===== src/rtl/reg_writeback.sv =====
// reg_writeback: write-side sequencer for the 8x8-bit register file.
// Buffers execution results in a DEPTH-entry circular FIFO and drains one
// write per clock into a registered enable/address/data write port.
// Also answers pending-write lookups for two decode read ports.
// Optional feature macro: WB_FORWARD_EN (builds the youngest-value bypass mux).
module reg_writeback #(
   parameter int DEPTH = 4
) (
   input  logic       clk,
   input  logic       rst,
   input  logic       flush,
   input  logic       res_valid,
   output logic       res_ready,
   input  logic [2:0] res_addr,
   input  logic [7:0] res_data,
   input  logic       wr_stall,
   output logic       reg_en,
   output logic [2:0] wr_addr,
   output logic [7:0] data,
   input  logic [2:0] rd_addr1,
   input  logic [2:0] rd_addr2,
   output logic       hit1,
   output logic       hit2,
   output logic [7:0] fwd_data1,
   output logic [7:0] fwd_data2
);

   localparam int AW = (DEPTH > 1) ? $clog2(DEPTH) : 1;
   localparam logic [AW:0] FULL = (AW+1)'(DEPTH);

   typedef struct packed {
      logic [2:0] addr;
      logic [7:0] data;
   } wb_ent_t;

   wb_ent_t       fifo [DEPTH];
   logic [AW-1:0] wr_ptr, rd_ptr;
   logic [AW:0]   count;
   logic          push, pop;

   // Ready depends only on registered occupancy plus flush/reset, never on
   // the stall input, so the producer sees no combinational loop.
   assign res_ready = (count != FULL) && !flush && rst;
   assign push      = res_valid && res_ready;
   assign pop       = (count != '0) && !wr_stall && !flush;

   // Payload storage; entries are only ever read while counted valid.
   always_ff @(posedge clk) begin
      if (push) fifo[wr_ptr] <= {res_addr, res_data};
   end

   // Pointers, occupancy and the registered write port.
   always_ff @(posedge clk or negedge rst) begin
      if (!rst) begin
         wr_ptr  <= '0;
         rd_ptr  <= '0;
         count   <= '0;
         reg_en  <= 1'b0;
         wr_addr <= '0;
         data    <= '0;
      end else if (flush) begin
         wr_ptr  <= '0;
         rd_ptr  <= '0;
         count   <= '0;
         reg_en  <= 1'b0;
      end else begin
         reg_en <= pop;
         if (pop) begin
            wr_addr <= fifo[rd_ptr].addr;
            data    <= fifo[rd_ptr].data;
            rd_ptr  <= rd_ptr + 1'b1;
         end
         if (push) wr_ptr <= wr_ptr + 1'b1;
         case ({push, pop})
            2'b10:   count <= count + 1'b1;
            2'b01:   count <= count - 1'b1;
            default: count <= count;
         endcase
      end
   end

   logic [1:0][2:0] rd_v;
   logic [1:0]      hit_v;
   assign rd_v = {rd_addr2, rd_addr1};

`ifdef WB_FORWARD_EN
   logic [1:0][7:0] fwd_v;
`endif

   // Hazard lookup: start from the output stage, then walk FIFO entries
   // oldest to newest so the youngest match is the one left standing.
   always_comb begin
      hit_v = '0;
`ifdef WB_FORWARD_EN
      fwd_v = '0;
`endif
      for (int p = 0; p < 2; p++) begin
         if (reg_en && (wr_addr == rd_v[p])) begin
            hit_v[p] = 1'b1;
`ifdef WB_FORWARD_EN
            fwd_v[p] = data;
`endif
         end
         for (int i = 0; i < DEPTH; i++) begin
            if (((AW+1)'(i) < count) &&
                (fifo[rd_ptr + AW'(i)].addr == rd_v[p])) begin
               hit_v[p] = 1'b1;
`ifdef WB_FORWARD_EN
               fwd_v[p] = fifo[rd_ptr + AW'(i)].data;
`endif
            end
         end
      end
   end

   assign hit1 = hit_v[0];
   assign hit2 = hit_v[1];

`ifdef WB_FORWARD_EN
   assign fwd_data1 = fwd_v[0];
   assign fwd_data2 = fwd_v[1];
`else
   assign fwd_data1 = 8'h00;
   assign fwd_data2 = 8'h00;
`endif

endmodule


===== config.mk =====
export PLATFORM = sky130hd
export DESIGN_NAME = reg_writeback
export DESIGN_NICKNAME = d
export VERILOG_FILES = /design/src/rtl/reg_writeback.sv
export SDC_FILE = /design/constraint.sdc
export NUM_CORES = 1
export LEC_CHECK = 0
export CORE_UTILIZATION = 40
export DETAILED_ROUTE_END_ITERATION = 10
export SLEW_MARGIN = 20
export SYNTH_ARGS = -nofsm -noshare
export SYNTH_HDL_FRONTEND = slang
export SYNTH_SLANG_ARGS = --single-unit

===== constraint.sdc =====
create_clock -name clk -period 4.6 [get_ports clk]
set_clock_uncertainty 0.15 [all_clocks]
set_input_delay 0.46 -clock clk [delete_from_list [all_inputs] [get_ports clk]]
set_output_delay 0.46 -clock clk [all_outputs]
set_load 0.05 [all_outputs]

## Word-level counts from Yosys, hierarchy flattened

Memory sizes are Yosys's and may differ from the RTL's.
Index checks and enable logic that the tools add are counted.

| word-level totals | value |
|---|---|
| input bits | 22 |
| logic and storage cells | 72 |
| bits in writable memories | 44 |
| register bits | 19 |
| output and inout port bits | 31 |
| memories | 1 |

| cells by class | value |
|---|---|
| magnitude comparators | 4 |
| mux-type cells | 19 |
| bitwise logic cells | 1 |
| add/sub/neg operators | 6 |
| reductions and logical operators | 22 |
| equality and inequality tests | 13 |

Memories:

| memory | words | width | rd ports | clocked after memory_dff | wr ports | RTL line | text |
|---|---|---|---|---|---|---|---|
| fifo | 4 | 11 | 4 | 0 | 1 | 36 | `wb_ent_t fifo [DEPTH];` |

Operators with widths:

| kind | number |
|---|---|
| 3-bit == test | 10 |
| 1-bit logical AND | 15 |
| 1-bit 2-to-1 mux | 13 |
| 2-bit 2-to-1 mux | 4 |
| 1-bit by 3-bit < comparator with 1-bit output (first input constant) | 2 |
| 2-bit by 3-bit < comparator with 1-bit output (first input constant) | 2 |
| 3-bit case mux with 2 select lines | 1 |
| 3-bit nonzero test | 2 |
| 2-bit by 1-bit adder with 2-bit output (second input constant) | 2 |
| 2-bit adder (second input constant) | 2 |
| 2-bit nonzero test | 2 |
| 3-bit by 1-bit adder with 3-bit output (second input constant) | 1 |
| 3-bit 2-to-1 mux | 1 |
| 3-bit inequality test (second input constant) | 1 |
| 3-bit by 1-bit subtractor with 3-bit output (second input constant) | 1 |
| 2-bit by 1-bit == test with 1-bit output (second input constant) | 1 |
| 2-bit == test (second input constant) | 1 |
| 1-bit logical NOT | 2 |
| 2-bit AND reduction | 1 |
| 1-bit NOT | 1 |

## Logic depth before layout (Yosys ltp)

Gate-level depths: netlist of run 1.

| depth | value |
|---|---|
| depth after elaboration | 7 |
| gate-level depth with buffers | 8 |
| depth with buffers taken out | 7 |

## Worst setup path before layout of run 1

No wires, ideal clock.

| timing | value |
|---|---|
| path type | reg2out |
| from | register rd_ptr[0] |
| to | output hit1 |
| slack | 2,008 ps |
| stages on the path, launching flop included | 6 |
| data arrival time | 1,982 ps |
| cell sequence | dfrtp_1 > buf_6 > mux4_2 > xnor2_1 > a41oi_1 > nand4_1 |

| between the ends | value |
|---|---|
| cells in the longest elaborated chain, start to end | 7 |

Ends and longest elaborated chain:

| what | RTL line | text |
|---|---|---|
| start: declaration | 37 | `logic [AW-1:0] wr_ptr, rd_ptr;` |
| start signal: assignment | 71 | `rd_ptr <= rd_ptr + 1'b1;` |
| 2-bit by 1-bit adder with 2-bit output / memory read 4 x 11 bit (equally long branches) | -- |  |
| memory read 4 x 11 bit * | -- |  |
| 3-bit == test / 1-bit logical AND (equally long branches) | 106, 105 |  |
| 1-bit logical AND / 1-bit 2-to-1 mux (equally long branches) | 105 | `if (((AW+1)'(i) < count) &&` |
| 1-bit 2-to-1 mux (2 in series) | 105 |  |
| 1-bit 2-to-1 mux * | 105 |  |
| end: declaration | 22 | `output logic hit1,` |

Every way passes the cells marked *; elsewhere a longest branch is shown, timed or not.

## Worst setup path in the final report of run 1

| timing | value |
|---|---|
| from | register rd_ptr[1] |
| to | output hit1 |

Same word-level chain as after synthesis.

==> results.json, run 1 <==
{
  "r2r-start": "count[1]$_DFFE_PN0P_",
  "final.setup.tns_ns": 0,
  "overflow": 0,
  "diodes": 0,
  "cts_buffers": 9,
  "setup_viol": 0,
  "p_per_area_nw_per_um2": 569.8,
  "avgRoutedWirePerCell_um": 16.17,
  "ys_ff_latch": 63,
  "required_ns": 3.99,
  "start_kind": "flop",
  "postCtsSetupRepairBufs": 0,
  "cts-root-buf": "clkbuf_8",
  "antenna_found_initial": 0,
  "pre_cts_ws_ns": 1.225,
  "synth.cell_area_um2": 3292,
  "crit_path_end_kind": "output port",
  "power.share.sequential_pct": 35.2,
  "dieArea_um2": 8597,
  "track_usage_pct": 15.11,
  "hold_viol_final": 0,
  "swShare_pct": 36.40,
  "rrSetupSlack_ns": 2.22,
  "slew_viol_final": 0,
  "p_int_uw": 1396,
  "ios": 53,
  "cts_resized": 0,
  "rsz0062_at_grt": "false",
  "status": "finished, final reports clean",
  "h-tree-depth": 3,
  "yosys-top-cells-area": "edfxtp_1 40%, dfrtp_1 14%, mux4_2 12%, xnor2_1 7.4%, buf_4 4.1%",
  "start_util_pct": 41.95,
  "areaGrowthSynthToFinish_pct": 17.03,
  "synthArstFlopShare_pct": 30.16,
  "fin_ws_ns": 0.9130,
  "reg2reg_depth": 5,
  "worstPathArrival_ns": 3.08,
  "clkTransAtPathRegs_ns": 0.07,
  "synth_top_area_cell": "edfxtp_1",
  "relSlewSlack_pct": 57.69,
  "final.min_clock_period_ns": 3.687,
  "io_buffers": 36,
  "p_sw_uw": 799.1,
  "combinationalPowerShare_pct": 42.0,
  "clockPowerShare_pct": 22.9,
  "vias": 1781,
  "power_uw": 2195,
  "hold_buffers": 0,
  "syn_avg_cell_area_um2": 15.24,
  "fmax_mhz": 271.2,
  "ctsLongestPathBuffers": 2,
  "drtAntennaViolNets": 0,
  "tightestPinTransition_ns": 0.6347,
  "drtPass1Iterations": 4,
  "r2r_end": "data[7]$_DFFE_PN0P_",
  "coreArea_um2": 7848,
  "synth_cells": 216,
  "critPathMaxFanout": 14,
  "leakagePower_uw": 0.001349,
  "ir_drop_v": 0.0003507,
  "nets": 282,
  "min_period_over_period_pct": 80.15,
  "routed_wl_mm": 5.805,
  "holdCritPathClass": "in2async",
  "drv_cap": 0,
  "die_x_um": 92.72,
  "synth-main-ff-cell": "edfxtp_1",
  "drc": 0,
  "cts_tree": "done",
  "drive_gt1_share_pct": 18.68,
  "drt_iter0_markers": 45,
  "synth_edf_count": 44,
  "ys_types": 33,
  "grt_pass1_vias": 1837,
  "ys_warn_count": 0,
  "place_hpwl_mm": 4.115,
  "rows": 32,
  "grt_max_degree": 21,
  "cts_sinks": 63,
  "clkLatencyLatePin_ns": 0.33,
  "grt_pass1_wl_mm": 9.591,
  "path_class": "reg2out",
  "synth_top_area_share_pct": 40.14,
  "die_height_um": 92.72,
  "synth_seq_area_share_pct": 54.58,
  "viasPerCell": 4.961,
  "gp_congestion": 0.7974
}
## power by group through the flow
stage | clock [µW] | sequential [µW] | combinational, µW
3_5_place_dp | 0 | 785 | 932
3_3_place_gp | 0 | 781 | 929
4_1_cts | 509 | 774 | 935
2_1_floorplan | 0 | 939 | 558
5_1_grt | 534 | 788 | 986
6_report | 502 | 772 | 921
## per-layer routing
layer,share of wire [%],track usage (%),vias to the layer above
li1,-,-,839
met1,46,20.00,884
met2,49,24.20,52
met3,4.3,4.023,6
met4,1.3,5.000,0
met5,0,0,-
## synth_stat cells (all sizes together), types with 4 or more instances
| master | number |
|---|---|
| nand2 | 4 |
| nor2 | 5 |
| buf | 26 |
| ha | 8 |
| edfxtp | 44 |
| and2 | 5 |
| xnor2 | 28 |
| xor2 | 7 |
| mux2 | 11 |
| dfrtp | 19 |
| mux4 | 20 |
| inv | 7 |
| nand4 | 9 |
## placed cells by master (no fill, tap or decap), drive strengths merged
master	count
edfxtp	44
clkdlybuf4s50	36
xnor2	28
mux4	20
dfrtp	19
conb	16
clkbuf	12
mux2	11
nand4	9
ha	8
xor2	7
inv	7
and2	5
nor2	5
nand2	4
o21ai	3
buf	3
a21oi	3
nor4	2
a41oi	2
bufinv	2
clkinv	2
and2b	1
nor2b	1
and3	1
or3	1
o31ai	1
a211o	1
o22ai	1
maj3	1
a221oi	1
## worst max-delay path: stages (launching register included)
cell and delay (ns):
dfrtp_1 0.73, buf_4 0.29, mux4_2 0.55, xnor2_1 0.15, nand4_1 0.12, nand4_1 0.09
clkdlybuf4s50_1 0.80
## worst max-delay path by stage
stage	cells after the start	to	from	slack, ns
after detailed placement	6	hit1	rd_ptr[0]$_DFFE_PN0P_	1.23
after CTS	6	hit1	rd_ptr[0]$_DFFE_PN0P_	0.86
after floorplan	5	hit1	rd_ptr[0]$_DFFE_PN0P_	2.01
final	6	hit1	rd_ptr[1]$_DFFE_PN0P_	0.91
after global routing	6	hit2	rd_ptr[1]$_DFFE_PN0P_	0.66
after global placement	6	hit1	rd_ptr[1]$_DFFE_PN0P_	1.25
## kinds of logic after synthesis
logic type,share of synthesized area [%]
flops,54.58
other cells,0.1139
simple gates,5.093
compound gates,2.509
mux,17.79
fa+ha+maj,3.383
buf+inv,7.221
xor+xnor,9.312
## area by class of cell
| cell class | instances | area, µm² |
|---|---|---|
| multi-input cells | 132 | 1314 |
| clock inverters | 4 | 70.07 |
| well taps | 102 | 127.6 |
| repair buffers | 39 | 382.9 |
| clock buffers | 12 | 135.1 |
| flip-flops and latches | 63 | 1797 |
| fillers | 701 | 3995 |
| inverters | 7 | 26.28 |
## registers in the layout, indices dropped and copies added, names as in the netlist
name,count
rd_ptr,2
data,8
reg_en,1
wr_addr,3
wr_ptr,2
count,3
fifo,44
## per-stage QoR
step / util (%) / std cells / cell area [µm²] / hold slack, ns
after global placement: 46.48 / 343 / 3647 / 0.3435
after floorplan: - / 231 / 3348 / 0.01441
after CTS: 49.09 / 359 / 3852 / 0.3263
after global routing: 49.09 / 359 / 3852 / 0.3418
final: 49.09 / 359 / 3852 / 0.3251
after detailed placement: 46.48 / 343 / 3647 / 0.3491
No activity file was read; power rests on OpenSTA's default activity.
==> run 2, diff against run 1 <==
==> constraint.sdc (replaced) <==
create_clock -name clk -period 3.7 [get_ports clk]
set_clock_uncertainty 0.15 [all_clocks]
set_input_delay 0.37 -clock clk [delete_from_list [all_inputs] [get_ports clk]]
set_output_delay 0.37 -clock clk [all_outputs]
set_load 0.05 [all_outputs]
==> results.json, run 2 (synthesis gave the netlist of run 1 again) <==
{
  "pre_cts_ws_ns": 0.9542,
  "max_stage_delay_ns": 0.58,
  "cts_buffers": 9,
  "p_per_area_nw_per_um2": 687.8,
  "required_ns": 3.18,
  "cpMaxStageDelayCell": "mux4_2",
  "cts_resized": 0,
  "fmax_mhz": 327.8,
  "rsz0062_at_grt": "false",
  "start_kind": "flop",
  "antenna_found_initial": 0,
  "cts-root-buf": "clkbuf_8",
  "diodes": 0,
  "die_x_um": 92.72,
  "rows": 32,
  "use_met1_pct": 18.64,
  "r2r-start": "count[0]$_DFFE_PN0P_",
  "grt_max_degree": 20,
  "cp-startpoint": "rd_ptr[0]$_DFFE_PN0P_",
  "cts_tree": "done",
  "slew_viol_final": 0,
  "overflow": 0,
  "reg_top3": "fifo x44, data x8",
  "fin_ws_ns": 0.6491,
  "routed_wl_mm": 5.810,
  "min_period_over_period_pct": 82.46,
  "most-common-layout-cells": "44 x edfxtp_1, 34 x clkdlybuf4s50_1, 28 x xnor2_1",
  "power_uw": 2634,
  "setup_viol": 0,
  "ctsLongestPathBuffers": 2,
  "ios": 53,
  "hold_viol_final": 0,
  "cp.buffers_inverters": 2,
  "nFillCells": 698,
  "drv_cap": 0,
  "vias": 1799,
  "io_buffers": 36,
  "gp_congestion": 0.7953,
  "path_cells": "buf_4, mux4_2, xnor2_1, a41oi_1, nand4_1, buf_12",
  "start_util_pct": 41.95,
  "ir_drop_v": 0.0003463,
  "clkTransAtPathRegs_ns": 0.06,
  "regMostFlops": "fifo",
  "drt_iter0_markers": 41,
  "grt_pass1_wl_mm": 9.356,
  "drc": 0,
  "relSlewSlack_pct": 57.75,
  "final.setup.tns_ns": 0,
  "postCtsSetupRepairBufs": 0,
  "place_hpwl_mm": 4.133,
  "avgRoutedWirePerCell_um": 16.18,
  "coreArea_um2": 7848,
  "die_height_um": 92.72,
  "tightestPinTransition_ns": 0.6338,
  "hold_buffers": 0,
  "holdCritPathClass": "in2async",
  "grt_pass1_vias": 1807,
  "dpl_cell_area_um2": 3667,
  "grt.busiest_layer": "met2",
  "h-tree-depth": 3,
  "path_class": "reg2out",
  "clkLatencyLatePin_ns": 0.33,
  "drive_gt1_share_pct": 19.07,
  "path_delay_family": "multiplexers",
  "final_cell_area_um2": 3830,
  "nets": 282,
  "hold-worst-slack_ns": 0.2702,
  "critPathMaxFanout": 16,
  "met2_usage_pct": 24.51,
  "largest_reg_flops": 44,
  "viasPerCell": 5.011,
  "final.min_clock_period_ns": 3.051,
  "leakagePower_uw": 0.001339,
  "dieArea_um2": 8597,
  "cts_sinks": 63,
  "areaGrowthSynthToFinish_pct": 16.34,
  "grt_util_met3_pct": 4.844,
  "layout_commonest_cell": "edfxtp_1",
  "track_usage_pct": 15.02,
  "worstPathArrival_ns": 2.53,
  "crit_path_end_kind": "output port",
  "drtPass1Iterations": 4,
  "status": "finished, final reports clean",
  "drtAntennaViolNets": 0
}
[run 2: cell count changes in the layout (fill, tap and decap cells not counted)]
cell	previous run	this run
buf_12	0	2
bufinv_16	2	0
clkdlybuf4s50_1	36	34
clkbuf_1	3	4
clkbuf_8	9	10
[run 2: worst reg2reg max path, stage by stage (launching register included)]
cell	delay, ns
dfrtp_1	0.46
inv_1	0.09
ha_1	0.24
a21oi_2	0.37
and2b_1	0.57
mux2_2	0.41
[run 2: routing by layer]
layer  share of wire, %  vias to the layer above
met2                 50                       63
met3                4.9                        6
li1                   -                      839
met1                 44                      891
met5                  0                        -
met4                1.6                        0
[run 2: power by group]
| part | switching, µW | total (µW) | internal, µW |
|---|---|---|---|
| combinational | 651 | 1180 | 532 |
| sequential | 105 | 959 | 855 |
| clock | 231 | 491 | 260 |
[run 2: final cells by class]
class | count | area (µm²) | area share (%)
clock inverters | 2 | 10.01 | 0.2614
inverters | 7 | 26.28 | 0.6861
clock buffers | 14 | 152.6 | 3.986
multi-input cells | 132 | 1314 | 34.30
flip-flops and latches | 63 | 1797 | 46.91
well taps | 102 | 127.6 | 3.332
repair buffers | 39 | 402.9 | 10.52
[run 2: stage by stage]
stage	utilization, %	cells
after global routing	48.80	359
after floorplan	-	231
after CTS	48.80	359
after global placement	46.73	343
after detailed placement	46.73	343
final	48.80	359
[run 2: final timing paths]
path	endpoint	slack (ns)	depth (start not counted)
max	hit1	0.65	6
min	data[7]$_DFFE_PN0P_	0.27	2
max reg2reg	data[3]$_DFFE_PN0P_	1.29	5
min reg2reg	data[2]$_DFFE_PN0P_	0.36	1
max in group asynchronous	data[6]$_DFFE_PN0P_	2.91	2
min in group clk	data[2]$_DFFE_PN0P_	0.36	1
==> patch: new RTL, config.mk and constraints of run 1 <==
The option `WB_FORWARD_EN` is turned on by a define.
--- a/src/rtl/reg_writeback.sv
+++ b/src/rtl/reg_writeback.sv
@@ -3,6 +3,8 @@
 // write per clock into a registered enable/address/data write port.
 // Also answers pending-write lookups for two decode read ports.
 // Optional feature macro: WB_FORWARD_EN (builds the youngest-value bypass mux).
+`define WB_FORWARD_EN
+
 module reg_writeback #(
    parameter int DEPTH = 4
 ) (
Check against the original RTL: not equivalent (a bounded check fails within 4 cycles, from zero or initial values and one cycle with rst low).
==> patch against run 1 <==
The flow now finishes with violations (DRC); total power up 58%; sequential power up 6.3%; area after synthesis up 46%; routed wire length up 110%; sequential cell count unchanged; worst setup slack worse by 610 ps; final area up 48%; largest cell class is now multi-input gates.
==> patch: results (changes against run 1) <==
Run status
  – Status: finished with violations
  – Violated checks: DRC

Final layout
  – Share of cells above drive strength 1: 14.3% (-4.4 points)
  – Final nets: 543 (+93%)
  – Fillcell total: 1064 (+52%)
  – Final cell count without fillers: 661 (+84%)

Global routing
  – Pin count of the biggest net entering global routing: 37 (+76%)
  – First-pass GRT wire length: 19300 um (+100%)
  – GRT Util Overall: 20.5% (+5.4 points)

Synthesis
  – Seq/Total Area, Yosys: 37.4% (-17 points)
  – Mean Syn Cell Area: 10.1 sq um (-33%)
  – Synth top area cells: edfxtp_1 28%, mux2i_1 15%, dfrtp_1 9.9%
  – Synth Area in Adders: 2.29% (-1.1 points)
  – Unique masters post-synth: 53 (+61%)
  – Top cells by count, synth: 72 x mux2i_1, 44 x edfxtp_1, 37 x nand2_1

Place
  – Final RePlAce weighted congestion: 0.913 (+14%)
  – Cells after DPL: 645 (+88%)

Power
  – Psw: 0.00161 W (+100%)
  – P_leak: 2.11 nW (+56%)
  – Max VDD drop: 0.298 mV (-15%)

Route
  – Post-route DRC: 5 (+5)
  – Initial DRC Count: 250 (+460%)
  – Routed vias: 3736 (+110%)
  – DRT Wirelength: 12000 um (+110%)

Hold path
  – HP Class: reg -> reg

Critical path
  – Critical path peak fanout: 20 (+6)
==> patch: changes by cell type in the layout (fill, tap and decap cells not counted), moves of 10 or more <==
cell     before  now
nand2_1       4   37
o21ai_0       3   16
inv_1         6   17
mux2i_1       0   72
nor2_1        5   33
a21oi_1       2   12
conb_1       16    0
nor3_1        0   15
mux4_2       17    7
buf_4         3   26
==> patch: worst min-delay path: cells and delay by family, from the launching register on <==
kind	cells	cell delay, ps
flip-flops	1	400
buffers and inverters	1	60
multiplexers	1	50
==> patch: routing by layer <==
layer / track usage [%] / up-vias / wire length [um]
met5: 0 / - / 0
met4: 8.38 / 0 / 210
met3: 4.19 / 14 / 647
met2: 29.1 / 106 / 5100
met1: 30.1 / 1779 / 6080
li1: - / 1837 / -
==> patch: layout make-up <==
class                           instances  share of cell area [%]
Sequential cell                        63                    31.6
Tap cell                              143                    3.14
Clock buffer                           10                    4.20
Inverter                               17                    1.12
Multi-Input combinational cell        360                    48.6
Clock inverter                          6                    1.63
Timing Repair Buffer                   62                    9.76
==> patch: power by group through the flow <==
stage / registers (W) / clock network [W] / logic [W]
3_5_place_dp: 0.000832 / 0 / 0.00188
5_1_grt: 0.000842 / 0.000793 / 0.00203
3_3_place_gp: 0.000827 / 0 / 0.00187
6_report: 0.000821 / 0.000752 / 0.00190
2_1_floorplan: 0.000939 / 0 / 0.00126
4_1_cts: 0.000821 / 0.000768 / 0.00189
==> patch: path summary, 6_finish.rpt <==
kind	start	end	slack, ps	depth (start not counted)
min in group asynchronous	rst	data[3]	490	2
min	data[6]	data[6]	400	2
max reg2reg	rd_ptr[1]	data[3]	2020	4
max in group asynchronous	rst	rd_ptr[0]	3530	2
min reg2reg	data[6]	data[6]	400	2
max	rd_ptr[1]	hit2	300	7
